### src/rtl/mem_inst_responder.sv
// Instruction-fetch responder: reads 2 (RVC) or 4 bytes little-endian from a
// byte-wide synchronous RAM and returns them as a one-beat response.
module mem_inst_responder #(
   parameter int XLEN   = 32,
   parameter int RAM_AW = 32
) (
   input  logic              clk,
   input  logic              rst_n,
   input  logic              flush,
   input  logic              stall,
   input  logic              icache_mem_enable,
   input  logic [XLEN-1:0]   icache_inst_addr,
   input  logic [7:0]        ram_din,
   output logic [RAM_AW-1:0] ram_a,
   output logic              ram_wr,
   output logic              mem_busy,
   output logic              mem_inst_ready,
   output logic [XLEN-1:0]   mem_inst,
   output logic [XLEN-1:0]   mem_inst_addr
);

   localparam logic [1:0] ST_IDLE  = 2'd0;
   localparam logic [1:0] ST_FETCH = 2'd1;
   localparam logic [1:0] ST_DONE  = 2'd2;

   logic [1:0]        state;
   logic [2:0]        cnt;
   logic              is_wide;
   logic [XLEN-1:0]   addr_q;
   logic [RAM_AW-1:0] base_a;

   assign ram_wr = 1'b0;

   // cnt counts edges after the accept edge; each RAM byte arrives one edge
   // after its address, so byte k lands when cnt == k+1.
   always_ff @(posedge clk or negedge rst_n) begin
      if (!rst_n) begin
         state          <= ST_IDLE;
         cnt            <= 3'd0;
         is_wide        <= 1'b0;
         addr_q         <= '0;
         base_a         <= '0;
         ram_a          <= '0;
         mem_busy       <= 1'b0;
         mem_inst_ready <= 1'b0;
         mem_inst       <= '0;
         mem_inst_addr  <= '0;
      end else if (flush) begin
         state          <= ST_IDLE;
         mem_busy       <= 1'b0;
         mem_inst_ready <= 1'b0;
      end else begin
         case (state)
            ST_IDLE: begin
               if (icache_mem_enable) begin
                  state    <= ST_FETCH;
                  addr_q   <= icache_inst_addr;
                  base_a   <= RAM_AW'(icache_inst_addr);
                  ram_a    <= RAM_AW'(icache_inst_addr);
                  mem_busy <= 1'b1;
                  cnt      <= 3'd0;
               end
            end
            ST_FETCH: begin
               cnt <= cnt + 3'd1;
               case (cnt)
                  3'd0: ram_a <= base_a + RAM_AW'(1);
                  3'd1: begin
                     // Low two bits of byte0 decide between RVC and 32-bit.
                     mem_inst[7:0] <= ram_din;
                     is_wide       <= &ram_din[1:0];
                     if (&ram_din[1:0])
                        ram_a <= base_a + RAM_AW'(2);
                  end
                  3'd2: begin
                     if (!is_wide) begin
                        mem_inst       <= XLEN'({ram_din, mem_inst[7:0]});
                        mem_inst_ready <= 1'b1;
                        mem_inst_addr  <= addr_q;
                        state          <= ST_DONE;
                     end else begin
                        mem_inst[15:8] <= ram_din;
                        ram_a          <= base_a + RAM_AW'(3);
                     end
                  end
                  3'd3: mem_inst[23:16] <= ram_din;
                  default: begin
                     mem_inst       <= XLEN'({ram_din, mem_inst[23:0]});
                     mem_inst_ready <= 1'b1;
                     mem_inst_addr  <= addr_q;
                     state          <= ST_DONE;
                  end
               endcase
            end
            ST_DONE: begin
               if (!stall) begin
                  mem_inst_ready <= 1'b0;
                  mem_busy       <= 1'b0;
                  state          <= ST_IDLE;
               end
            end
            default: state <= ST_IDLE;
         endcase
      end
   end

endmodule

### config.mk
export PLATFORM = sky130hd
export DESIGN_NAME = mem_inst_responder
export DESIGN_NICKNAME = d
export VERILOG_FILES = /design/src/rtl/mem_inst_responder.sv
export SDC_FILE = /design/constraint.sdc
export NUM_CORES = 1
export LEC_CHECK = 0
export ABC_AREA = 1
export CAP_MARGIN = 20
export CORE_MARGIN = 8
export CORE_UTILIZATION = 42
export CTS_CLUSTER_DIAMETER = 30
export CTS_CLUSTER_SIZE = 20
export DETAILED_ROUTE_END_ITERATION = 10
export PLACE_DENSITY = 0.7
export SYNTH_ARGS = -nofsm -noshare
export SYNTH_HDL_FRONTEND = slang
export SYNTH_SLANG_ARGS = --single-unit
### constraint.sdc
create_clock -name clk -period 5.55 [get_ports clk]
set_clock_uncertainty 0.2 [all_clocks]
set_input_delay 1.11 -clock clk [delete_from_list [all_inputs] [get_ports clk]]
set_output_delay 1.11 -clock clk [all_outputs]
set_load 0.05 [all_outputs]
==> impl_metrics.tcl <==
set metrics [dict create \
    maxCapViolations 0 \
    timing.setup.tns_ns 0 \
    die_w_um 143.7 \
    boundaryPins 144 \
    yosys_warnings 0 \
    nets 1055 \
    r2r_start "state[0]" \
    grt_first_pass_wirelength_mm 31.97 \
    hold_depth 2 \
    synth_edf_count 0 \
    fin_crit_sh 0.6239 \
    cts_resized 0 \
    leakagePower_nw 4.199 \
    synth_top_area_frac 0.4968 \
    synth.distinct_cells 34 \
    postCtsHoldBufs 0 \
    p_total_mw 6.702 \
    synth.area.top_cells "dfrtp_1 50%, nand2_1 14%, inv_1 4.9%" \
    ir_worst_vdd_mv 0.3510 \
    num_vias 6320 \
    synthCells 872 \
    finalInstanceArea_um2 8925 \
    area_growth_pct 30.28 \
    maxSlewViolCount 0 \
    avgSynthCellArea_um2 7.856 \
    grt_usage 0.2011 \
    arrival_ns 3.57 \
    min_path_type "reg2reg" \
    clk_latency_ns 0.43 \
    path_max_fanout 58 \
    hp-start "ram_a[30]" \
    syn-cell-area_um2 6850 \
    nFillCells 1519 \
    critical_path_class "reg2reg" \
    placed_area_um2 8327 \
    route.detailed.drc 0 \
    ys_ff_latch 136 \
    root_buffer "clkbuf_16" \
    cts_made_buffers 17 \
    synth_top_flop_cell "dfrtp_1" \
    yosysSeqAreaShare 0.4968 \
    dpl.hpwl_mm 14.65 \
    setup_viol 0 \
    firstDrtPassIters 5 \
    relSlewSlack 0.3033 \
    grt_max_degree 102 \
    h-tree-depth 4 \
    rrSetupSlack_ns 2.09 \
    cp-start-kind "flop" \
    hold_viol 0 \
    routed_wl_mm 20.07 \
    cp-end-kind "flop" \
    clkSinkCount 136 \
    grt_pass1_vias 5954 \
    diodes 0 \
    antenna_left 0 \
    rows 46 \
    viasPerCell 5.130 \
    r2r-end "mem_inst_addr[11]" \
    clk_pin_slew_ns 0.06 \
    io_buffer_count 142 \
    post_route_cells_drive_above_1_share 0.07185 \
    core_um2 15940 \
    yosysTopAreaCell "dfrtp_1" \
    status "finished clean" \
    ys_async_sr_fraction 1.000 \
    finalCriticalPeriod_ns 3.463 \
    grt_overflow 0 \
    die_h_um 143.7 \
    fmax_mhz 288.8 \
    grt_setup_unrepaired "no" \
    antenna_found_initial 0 \
    cts_tree "done" \
    worstPathRequired_ns 5.66 \
    synth_nets 924 \
    drt-wirelength-per-cell_um 16.29 \
    drtIter0Drc 580 \
    reg2regPathDepth 10 \
    tightest_slew_ns 1.044 \
    postCtsSetupBuffers 0 \
    holdPathEnd "ram_a[30]" \
    cts_buffer_depth 2 \
    powerDensity_nw_per_um2 750.9 \
    start_util 0.4297 \
    die_area_um2 20650 \
    gp_congestion 0.9575 \
]
state kept, by name, indices dropped and copies added, names as in the netlist, 2 cells and up:
register and cells:
mem_inst 32, base_a 32, mem_inst_addr 32, cnt 3, state 2, ram_a 32
routing by layer:
metal	global-route usage	wire, um	vias up
li1	-	-	3086
met1	0.2670	9115	2938
met2	0.3104	9031	261
met3	0.05640	1576	35
met4	0.06641	346	0
met5	0	0	-
per-stage QoR:
step                hold WS, ns  setup slack (ns)    util  std cells
floorplan                0.2534             3.230       -        872
global placement         0.2545             1.905  0.5223       1199
detailed placement       0.2575             1.816  0.5223       1199
CTS                      0.2840             2.060  0.5585       1231
global route             0.2900             1.783  0.5598       1232
finish                   0.2768             2.087  0.5598       1232
critical path: stages, from the launching register on:
cell	delay [ns]
dfrtp_1	0.43
inv_2	0.08
nor2_4	0.70
inv_2	0.55
nor2_8	0.29
inv_2	0.05
nor2_2	0.12
inv_2	0.38
buf_4	0.38
nand2_1	0.09
o21ai_2	0.05
cell families (layout without fill, tap and decap cells):
| logic type | Yosys count | after routing | synth area share |
|---|---|---|---|
| simple gates | 422 | 422 | 0.2568 |
| compound gates | 172 | 172 | 0.1408 |
| flops | 136 | 136 | 0.4968 |
| buf+inv | 131 | 275 | 0.08840 |
| fa+ha+maj | 7 | 7 | 0.01278 |
| xor+xnor | 3 | 3 | 0.003836 |
| other cells | 1 | 1 | 0.0005474 |
layout by cell type, fill, tap and decap left out, drive strengths merged:
cell type and count:
nor3 10, o31ai 1, xor2 3, nor4 1, and3 1, clkinvlp 3, nand2 261, clkdlybuf4s50 141
and2 1, bufinv 1, dfrtp 136, o211ai 4, nor2 72, nand3b 1, clkinv 4, clkbuf 18
a31oi 2, a21oi 63, o21ai 101, inv 103, nand3 58, buf 5, ha 7, o21bai 1
conb 1, nand4 17
synth_stat cells (all sizes together) (2+ instances only):
master	n
clkbuf	9
a21oi	63
xor2	3
dfrtp	136
a31oi	2
o211ai	4
nor2	72
ha	7
inv	97
nand4	17
nand2	261
buf	25
nand3	58
nor3	10
o21ai	101
report_power, final:
part | total (mW) | switching, mW | leakage (nW) | internal [mW]
logic | 3.75 | 2.64 | 2.26 | 1.11
clock network | 1.10 | 0.464 | 0.276 | 0.638
registers | 1.85 | 0.374 | 1.66 | 1.47
total | 6.70 | 3.48 | 4.20 | 3.22
worst max-delay path by stage:
stage	from	slack, ns	end	cells after the start
floorplan	flush	3.23	ram_a[16]	8
global placement	flush	1.91	ram_a[27]	9
detailed placement	flush	1.82	ram_a[11]	8
CTS	state[0]	2.06	mem_inst_addr[8]	10
global route	state[0]	1.78	mem_inst_addr[4]	10
finish	state[0]	2.09	mem_inst_addr[11]	10
layout make-up:
type,count,area [um2],area share
tap,216,270.3,0.03028
clock buffer,18,439.2,0.04921
timing repair buffer,146,1465,0.1642
sequential,136,3403,0.3813
clock inverter,14,138.9,0.01556
inverter,97,364.1,0.04080
multi-input combinational,605,2844,0.3187
No activity file was read; power rests on OpenSTA's default activity.
